`config.mk`:
```
export PLATFORM = sky130hd
export DESIGN_NAME = uart_io_bridge
export DESIGN_NICKNAME = d
export VERILOG_FILES = /design/src/rtl/uart_io_bridge.sv
export SDC_FILE = /design/constraint.sdc
export NUM_CORES = 1
export LEC_CHECK = 0
export ABC_AREA = 1
export CAP_MARGIN = 0
export CELL_PAD_IN_SITES_DETAIL_PLACEMENT = 1
export CELL_PAD_IN_SITES_GLOBAL_PLACEMENT = 1
export CORE_UTILIZATION = 34
export CTS_CLUSTER_SIZE = 25
export DETAILED_ROUTE_END_ITERATION = 16
export PLACE_DENSITY = 0.87
export SLEW_MARGIN = 30
export SYNTH_ARGS = -nofsm -noshare
export SYNTH_HDL_FRONTEND = slang
export SYNTH_SLANG_ARGS = --single-unit
export TNS_END_PERCENT = 10
```
`constraint.sdc`:
```
create_clock -name clk -period 2.6 [get_ports clk]
set_input_delay 0.52 -clock clk [delete_from_list [all_inputs] [get_ports clk]]
set_output_delay 0.52 -clock clk [all_outputs]
set_load 0.1 [all_outputs]
```
`src/rtl/uart_io_bridge.sv`:
```
// Bridges the MMU byte-wide IO handshake to an AXI4-Lite UART Lite: polls STAT,
// buffers RX bytes in a small FIFO, forwards TX bytes and keeps sticky error flags.
module uart_io_bridge #(
  parameter logic [31:0] UART_BASE = 32'h4060_0000,
  parameter int          RX_DEPTH  = 4,
  parameter int          POLL_GAP  = 16
) (
  input  logic        clk,
  input  logic        rst,
  output logic [31:0] m_axi_araddr,
  output logic        m_axi_arvalid,
  input  logic        m_axi_arready,
  input  logic [31:0] m_axi_rdata,
  input  logic [1:0]  m_axi_rresp,
  input  logic        m_axi_rvalid,
  output logic        m_axi_rready,
  output logic [31:0] m_axi_awaddr,
  output logic        m_axi_awvalid,
  input  logic        m_axi_awready,
  output logic [31:0] m_axi_wdata,
  output logic [3:0]  m_axi_wstrb,
  output logic        m_axi_wvalid,
  input  logic        m_axi_wready,
  input  logic [1:0]  m_axi_bresp,
  input  logic        m_axi_bvalid,
  output logic        m_axi_bready,
  output logic [7:0]  io_in_data,
  output logic        io_in_vld,
  input  logic        io_in_rdy,
  input  logic [7:0]  io_out_data,
  input  logic        io_out_vld,
  output logic        io_out_rdy,
  output logic [4:0]  io_err
);

  localparam int AW = $clog2(RX_DEPTH);
  localparam logic [AW:0] FULL = (AW+1)'(RX_DEPTH);
  localparam logic [15:0] GAP_LAST = 16'(POLL_GAP + 1);

  typedef enum logic [3:0] {
    INIT_AW, INIT_B, GAP, STAT_AR, STAT_R, RX_AR, RX_R, TX_AW, TX_B
  } state_t;

  // Every channel is valid/ready: a beat transfers on the rising edge where both are high.
  state_t        state, state_n;
  logic [15:0]   gap_cnt, gap_cnt_n;
  logic          aw_done, aw_done_n, w_done, w_done_n;
  logic [31:0]   araddr_n, awaddr_n, wdata_n;
  logic [3:0]    wstrb_n;
  logic          arvalid_n, rready_n, awvalid_n, wvalid_n, bready_n;
  logic [7:0]    hold, hold_n;
  logic          hold_full, hold_full_n, init_done, init_done_n, out_rdy_n;
  logic [4:0]    err_n;
  logic [7:0]    mem [RX_DEPTH];
  logic [AW-1:0] wr_ptr, rd_ptr, rd_ptr_n;
  logic [AW:0]   count, count_n;
  logic [7:0]    in_data_n;
  logic          push, pop, fifo_full;
  logic          unused_ok;

  assign unused_ok = ^{m_axi_rdata[31:8], m_axi_rresp[0], m_axi_bresp[0]};
  assign fifo_full = (count == FULL);

  always_comb begin
    state_n = state;  gap_cnt_n = gap_cnt;  aw_done_n = aw_done;  w_done_n = w_done;
    araddr_n = m_axi_araddr;  arvalid_n = m_axi_arvalid;  rready_n = m_axi_rready;
    awaddr_n = m_axi_awaddr;  awvalid_n = m_axi_awvalid;  wvalid_n = m_axi_wvalid;
    wdata_n = m_axi_wdata;  wstrb_n = m_axi_wstrb;  bready_n = m_axi_bready;
    hold_n = hold;  hold_full_n = hold_full;  init_done_n = init_done;
    err_n = io_err;  push = 1'b0;
    if (io_out_vld && io_out_rdy) begin
      hold_n = io_out_data;
      hold_full_n = 1'b1;
    end
    if ((m_axi_rvalid && m_axi_rready && m_axi_rresp[1]) ||
        (m_axi_bvalid && m_axi_bready && m_axi_bresp[1])) err_n[4] = 1'b1;
    case (state)
      INIT_AW, TX_AW: begin
        awaddr_n = UART_BASE + ((state == INIT_AW) ? 32'hC : 32'h4);
        wdata_n  = (state == INIT_AW) ? 32'h0000_0003 : {24'b0, hold};
        wstrb_n  = 4'b0001;
        // AW and W are raised together on entry and each drops on its own ready.
        if (!aw_done) begin
          if (m_axi_awvalid && m_axi_awready) begin
            awvalid_n = 1'b0;
            aw_done_n = 1'b1;
          end else awvalid_n = 1'b1;
        end
        if (!w_done) begin
          if (m_axi_wvalid && m_axi_wready) begin
            wvalid_n = 1'b0;
            w_done_n = 1'b1;
          end else wvalid_n = 1'b1;
        end
        if (aw_done_n && w_done_n) begin
          aw_done_n = 1'b0;
          w_done_n  = 1'b0;
          bready_n  = 1'b1;
          state_n   = (state == INIT_AW) ? INIT_B : TX_B;
        end
      end
      INIT_B, TX_B: begin
        if (m_axi_bvalid) begin
          bready_n  = 1'b0;
          gap_cnt_n = '0;
          state_n   = GAP;
          if (state == INIT_B) init_done_n = 1'b1;
          else hold_full_n = 1'b0;
        end
      end
      GAP: begin
        if (gap_cnt == GAP_LAST) begin
          araddr_n  = UART_BASE + 32'h8;
          arvalid_n = 1'b1;
          state_n   = STAT_AR;
        end else gap_cnt_n = gap_cnt + 16'd1;
      end
      STAT_AR, RX_AR: begin
        if (m_axi_arready) begin
          arvalid_n = 1'b0;
          rready_n  = 1'b1;
          state_n   = (state == STAT_AR) ? STAT_R : RX_R;
        end
      end
      STAT_R: begin
        if (m_axi_rvalid) begin
          rready_n   = 1'b0;
          err_n[3:1] = err_n[3:1] | m_axi_rdata[7:5];
          if (m_axi_rdata[1] && fifo_full) err_n[0] = 1'b1;
          if (m_axi_rdata[0] && !fifo_full) begin
            araddr_n  = UART_BASE;
            arvalid_n = 1'b1;
            state_n   = RX_AR;
          end else if (hold_full && !m_axi_rdata[3]) begin
            state_n = TX_AW;
          end else begin
            gap_cnt_n = '0;
            state_n   = GAP;
          end
        end
      end
      RX_R: begin
        if (m_axi_rvalid) begin
          rready_n  = 1'b0;
          push      = 1'b1;
          gap_cnt_n = '0;
          state_n   = hold_full ? TX_AW : GAP;
        end
      end
      default: state_n = INIT_AW;
    endcase
    out_rdy_n = init_done_n && !hold_full_n;

    pop      = io_in_vld && io_in_rdy && (count != '0);
    count_n  = count + (AW+1)'(push) - (AW+1)'(pop);
    rd_ptr_n = rd_ptr + AW'(pop);
    // When the FIFO drains to nothing in the same cycle as a push, the new head
    // has not reached memory yet, so take it straight from the read data.
    in_data_n = io_in_data;
    if (count_n != '0)
      in_data_n = (count == (AW+1)'(pop)) ? m_axi_rdata[7:0] : mem[rd_ptr_n];
  end

  always_ff @(posedge clk) begin
    if (rst) begin
      state <= INIT_AW;  gap_cnt <= '0;  aw_done <= 1'b0;  w_done <= 1'b0;
      m_axi_araddr <= '0;  m_axi_arvalid <= 1'b0;  m_axi_rready <= 1'b0;
      m_axi_awaddr <= '0;  m_axi_awvalid <= 1'b0;  m_axi_wvalid <= 1'b0;
      m_axi_wdata <= '0;  m_axi_wstrb <= '0;  m_axi_bready <= 1'b0;
      hold <= '0;  hold_full <= 1'b0;  init_done <= 1'b0;  io_out_rdy <= 1'b0;
      io_err <= '0;  wr_ptr <= '0;  rd_ptr <= '0;  count <= '0;
      io_in_vld <= 1'b0;  io_in_data <= '0;
    end else begin
      state <= state_n;  gap_cnt <= gap_cnt_n;  aw_done <= aw_done_n;  w_done <= w_done_n;
      m_axi_araddr <= araddr_n;  m_axi_arvalid <= arvalid_n;  m_axi_rready <= rready_n;
      m_axi_awaddr <= awaddr_n;  m_axi_awvalid <= awvalid_n;  m_axi_wvalid <= wvalid_n;
      m_axi_wdata <= wdata_n;  m_axi_wstrb <= wstrb_n;  m_axi_bready <= bready_n;
      hold <= hold_n;  hold_full <= hold_full_n;  init_done <= init_done_n;
      io_out_rdy <= out_rdy_n;  io_err <= err_n;
      wr_ptr <= wr_ptr + AW'(push);  rd_ptr <= rd_ptr_n;  count <= count_n;
      io_in_vld <= (count_n != '0);  io_in_data <= in_data_n;
    end
  end

  always_ff @(posedge clk) begin
    if (push) mem[wr_ptr] <= m_axi_rdata[7:0];
  end

endmodule

```
==> results.sh, run 1 <==
export IMPL_n_fill_cell=1930
export IMPL_placed_cells=947
export IMPL_slowest_stage="clkdlybuf4s50_1"
export IMPL_ios=173
export IMPL_powerDensity_nw_per_um2=909
export IMPL_finalHoldViolations=0
export IMPL_grtUsageTotal=0.169
export IMPL_fin_ws_ns=0.0777
export IMPL_postCtsSetupRepairBufs=0
export IMPL_wl_per_cell_um=13.9
export IMPL_grt_pass1_vias=4405
export IMPL_diodes=0
export IMPL_die_h_um=129
export IMPL_synth_seq_cells=103
export IMPL_hold_class="flip-flop to flip-flop"
export IMPL_start_util=0.353
export IMPL_p_leak_nw=2.64
export IMPL_cts_made_buffers=9
export IMPL_synth_compound_area_share=0.107
export IMPL_clk_latency_ns=0.35
export IMPL_synth_edf_count=32
export IMPL_rows=45
export IMPL_syn_area_per_cell_um2=8.06
export IMPL_grt_max_degree=42
export IMPL_clk_pin_slew_ns=0.07
export IMPL_rr_worst_depth=13
export IMPL_synth_mux_area_frac=0.00918
export IMPL_status="completed"
export IMPL_cp_arrival_ns=2.76
export IMPL_power_mw=5.70
export IMPL_drt_iter0_markers=229
export IMPL_gr_total_overflow=0
export IMPL_dr_total_vias=4377
export IMPL_post_route_util=0.406
export IMPL_max_slew_margin_rel=0.638
export IMPL_dp_slack_ns=-0.356
export IMPL_wl_um=13400
export IMPL_hold_depth=2
export IMPL_clockRootBuffer="clkbuf_16"
export IMPL_detailed_place_hpwl_um=9940
export IMPL_layout_cells_non_filler=963
export IMPL_cp_max_fo=17
export IMPL_drv_slew=0
export IMPL_first_pass_iters=4
export IMPL_netlist_instances=676
export IMPL_cts_resized=0
export IMPL_max_cap_viol_count=0
export IMPL_design_area_um2=6270
export IMPL_period_minus_slack_ns=2.52
export IMPL_numPortBuffers=64
export IMPL_dieArea_um2=16500
export IMPL_synth_xor_area_frac=0.00643
export IMPL_synthArstFlopShare=0
export IMPL_drive_above_1_share=0.168
export IMPL_cp_required_ns=2.84
export IMPL_die_width_um=129
export IMPL_critical_path_class="input pin to flip-flop"
export IMPL_ctsHtreeMaxLevel=3
export IMPL_viasPerCell=4.55
export IMPL_crit_top_cell="inv_1"
export IMPL_area_growth_pct=15.0
export IMPL_antenna_found_initial=0
export IMPL_critical_path_max_stage_delay_ns=0.48
export IMPL_holdWs_ns=0.453
export IMPL_fin_tns_setup_ns=0
export IMPL_synth_area_um2=5450
export IMPL_worst_pin_slew_ns=0.543
export IMPL_core_area_um2=15400
export IMPL_placed_area_um2=5960
export IMPL_cts_tree="done"
export IMPL_synth_adder_area_share=0.0151
export IMPL_synth_yosys_warnings=0
export IMPL_max_freq_mhz=396
export IMPL_setup_viol=0
export IMPL_finalNetCount=806
export IMPL_synthFlopType="dfxtp_1"
export IMPL_grt_pass1_wl_um=21600
export IMPL_clock_sinks=103
export IMPL_ant_nets=0
export IMPL_fin_crit_sh=0.970
export IMPL_cts_buffer_depth=2
export IMPL_fin_skew_ns=0.00348
export IMPL_vdd_ir_drop_max_v=0.000652
export IMPL_synthSimpleGateAreaFrac=0.250
export IMPL_gp_congestion=0.786
export IMPL_endpoint_kind="flip-flop"
export IMPL_start_kind="input pin"
export IMPL_drc_errors=0
export IMPL_synthDistinctLibCells=42
export IMPL_hold_buffers=0
export IMPL_synth_top_family_by_area="simple AND/OR/NAND/NOR gates"
export IMPL_ys_seq_area_frac=0.437
export IMPL_path_cells="clkdlybuf4s50_1 > inv_1 > nor3_2 > xnor2_1 > ha_1 > fa_1 > inv_1 > nand4_1 > buf_4 > o21ai_0 > a21oi_1"
-- area by class of cell --
type,instances,area (µm²),share of cell area
clock buffers,10,229,0.0365
clock inverters,6,67.6,0.0108
inverters,53,199,0.0317
multi-input cells,497,2430,0.387
flip-flops and latches,103,2380,0.381
well taps,211,264,0.0421
repair buffers,83,696,0.111
-- cells by family (layout without fill, tap and decap cells) --
| kind of cell | after synthesis | count (layout) |
|---|---|---|
| mux | 5 | 5 |
| xor+xnor | 4 | 4 |
| fa+ha+maj | 6 | 6 |
| buf+inv | 157 | 152 |
| simple gates | 302 | 302 |
| other cells | 1 | 82 |
| compound gates | 98 | 98 |
| flops | 103 | 103 |
-- flip-flops by register name, indices dropped and copies added, names as in the netlist, 2 cells and up --
register,count
count,3
gap_cnt,16
hold,8
io_err,5
io_in_data,8
m_axi_araddr,2
m_axi_awaddr,2
m_axi_wdata,8
mem,32
rd_ptr,2
state,4
wr_ptr,2
-- worst max-delay path: cells and delay by family --
kind | cells | cell delay [ns]
compound gates | 2 | 0.26
xor+xnor | 1 | 0.16
fa+ha+maj | 2 | 0.58
buf+inv | 4 | 0.85
simple gates | 2 | 0.37
-- worst paths after layout --
path | from | slack [ns] | endpoint
min | io_err[1] | 0.45 | io_err[1]
max reg2reg | state[2] | 0.19 | io_in_data[5]
max | io_in_rdy | 0.08 | io_in_data[5]
min reg2reg | io_err[1] | 0.45 | io_err[1]
-- report_power, final --
part / internal, mW / total, mW / switching (mW)
sequential: 1.78 / 1.89 / 0.107
clock: 0.752 / 1.36 / 0.610
combinational: 0.422 / 2.44 / 2.02
total: 2.96 / 5.70 / 2.74
-- placed cells by master (no fill, tap or decap), types with 2 or more instances in the layout --
cell type	n
nand2_4	6
nor2_1	71
nand3_2	2
edfxtp_1	32
nand4_1	9
nand2_1	143
nor2_2	4
o21ai_0	31
dfxtp_2	2
nand2_2	14
nor3_2	2
or2_2	3
inv_2	5
clkbuf_16	9
inv_1	46
clkdlybuf4s50_1	25
nor3_1	5
mux2i_1	5
nor2_4	4
xnor2_1	4
inv_6	2
o21bai_1	4
a21oi_1	37
ha_1	5
dfxtp_1	69
conb_1	82
a21boi_0	7
buf_4	56
clkinv_1	3
o211ai_1	3
a21oi_2	10
nand3_1	36
-- synth_stat cells (7+ instances only) --
master / count / area, µm²
a21oi_1: 37 / 185
nand3_1: 36 / 180
nand2_1: 143 / 537
dfxtp_1: 71 / 1420
edfxtp_1: 32 / 961
o21ai_0: 31 / 155
nand2_2: 14 / 87.6
a21boi_0: 7 / 52.6
clkbuf_1: 8 / 30.0
nand4_1: 9 / 56.3
inv_1: 46 / 173
a21oi_2: 10 / 87.6
nor2_1: 71 / 267
buf_4: 88 / 661
-- metal layers --
layer,track usage,share of wire,vias to the layer above
met5,0,0,-
li1,-,-,2166
met3,0.0470,0.047,22
met2,0.305,0.50,106
met1,0.193,0.43,2083
met4,0.0547,0.018,0
No activity file was read; power rests on OpenSTA's default activity.
==> run 2, diff against run 1 <==
- GPL_TIMING_DRIVEN: unset -> 1
==> results of run 2 <==
Final layout, timing and power as in run 1 (identical DEF).
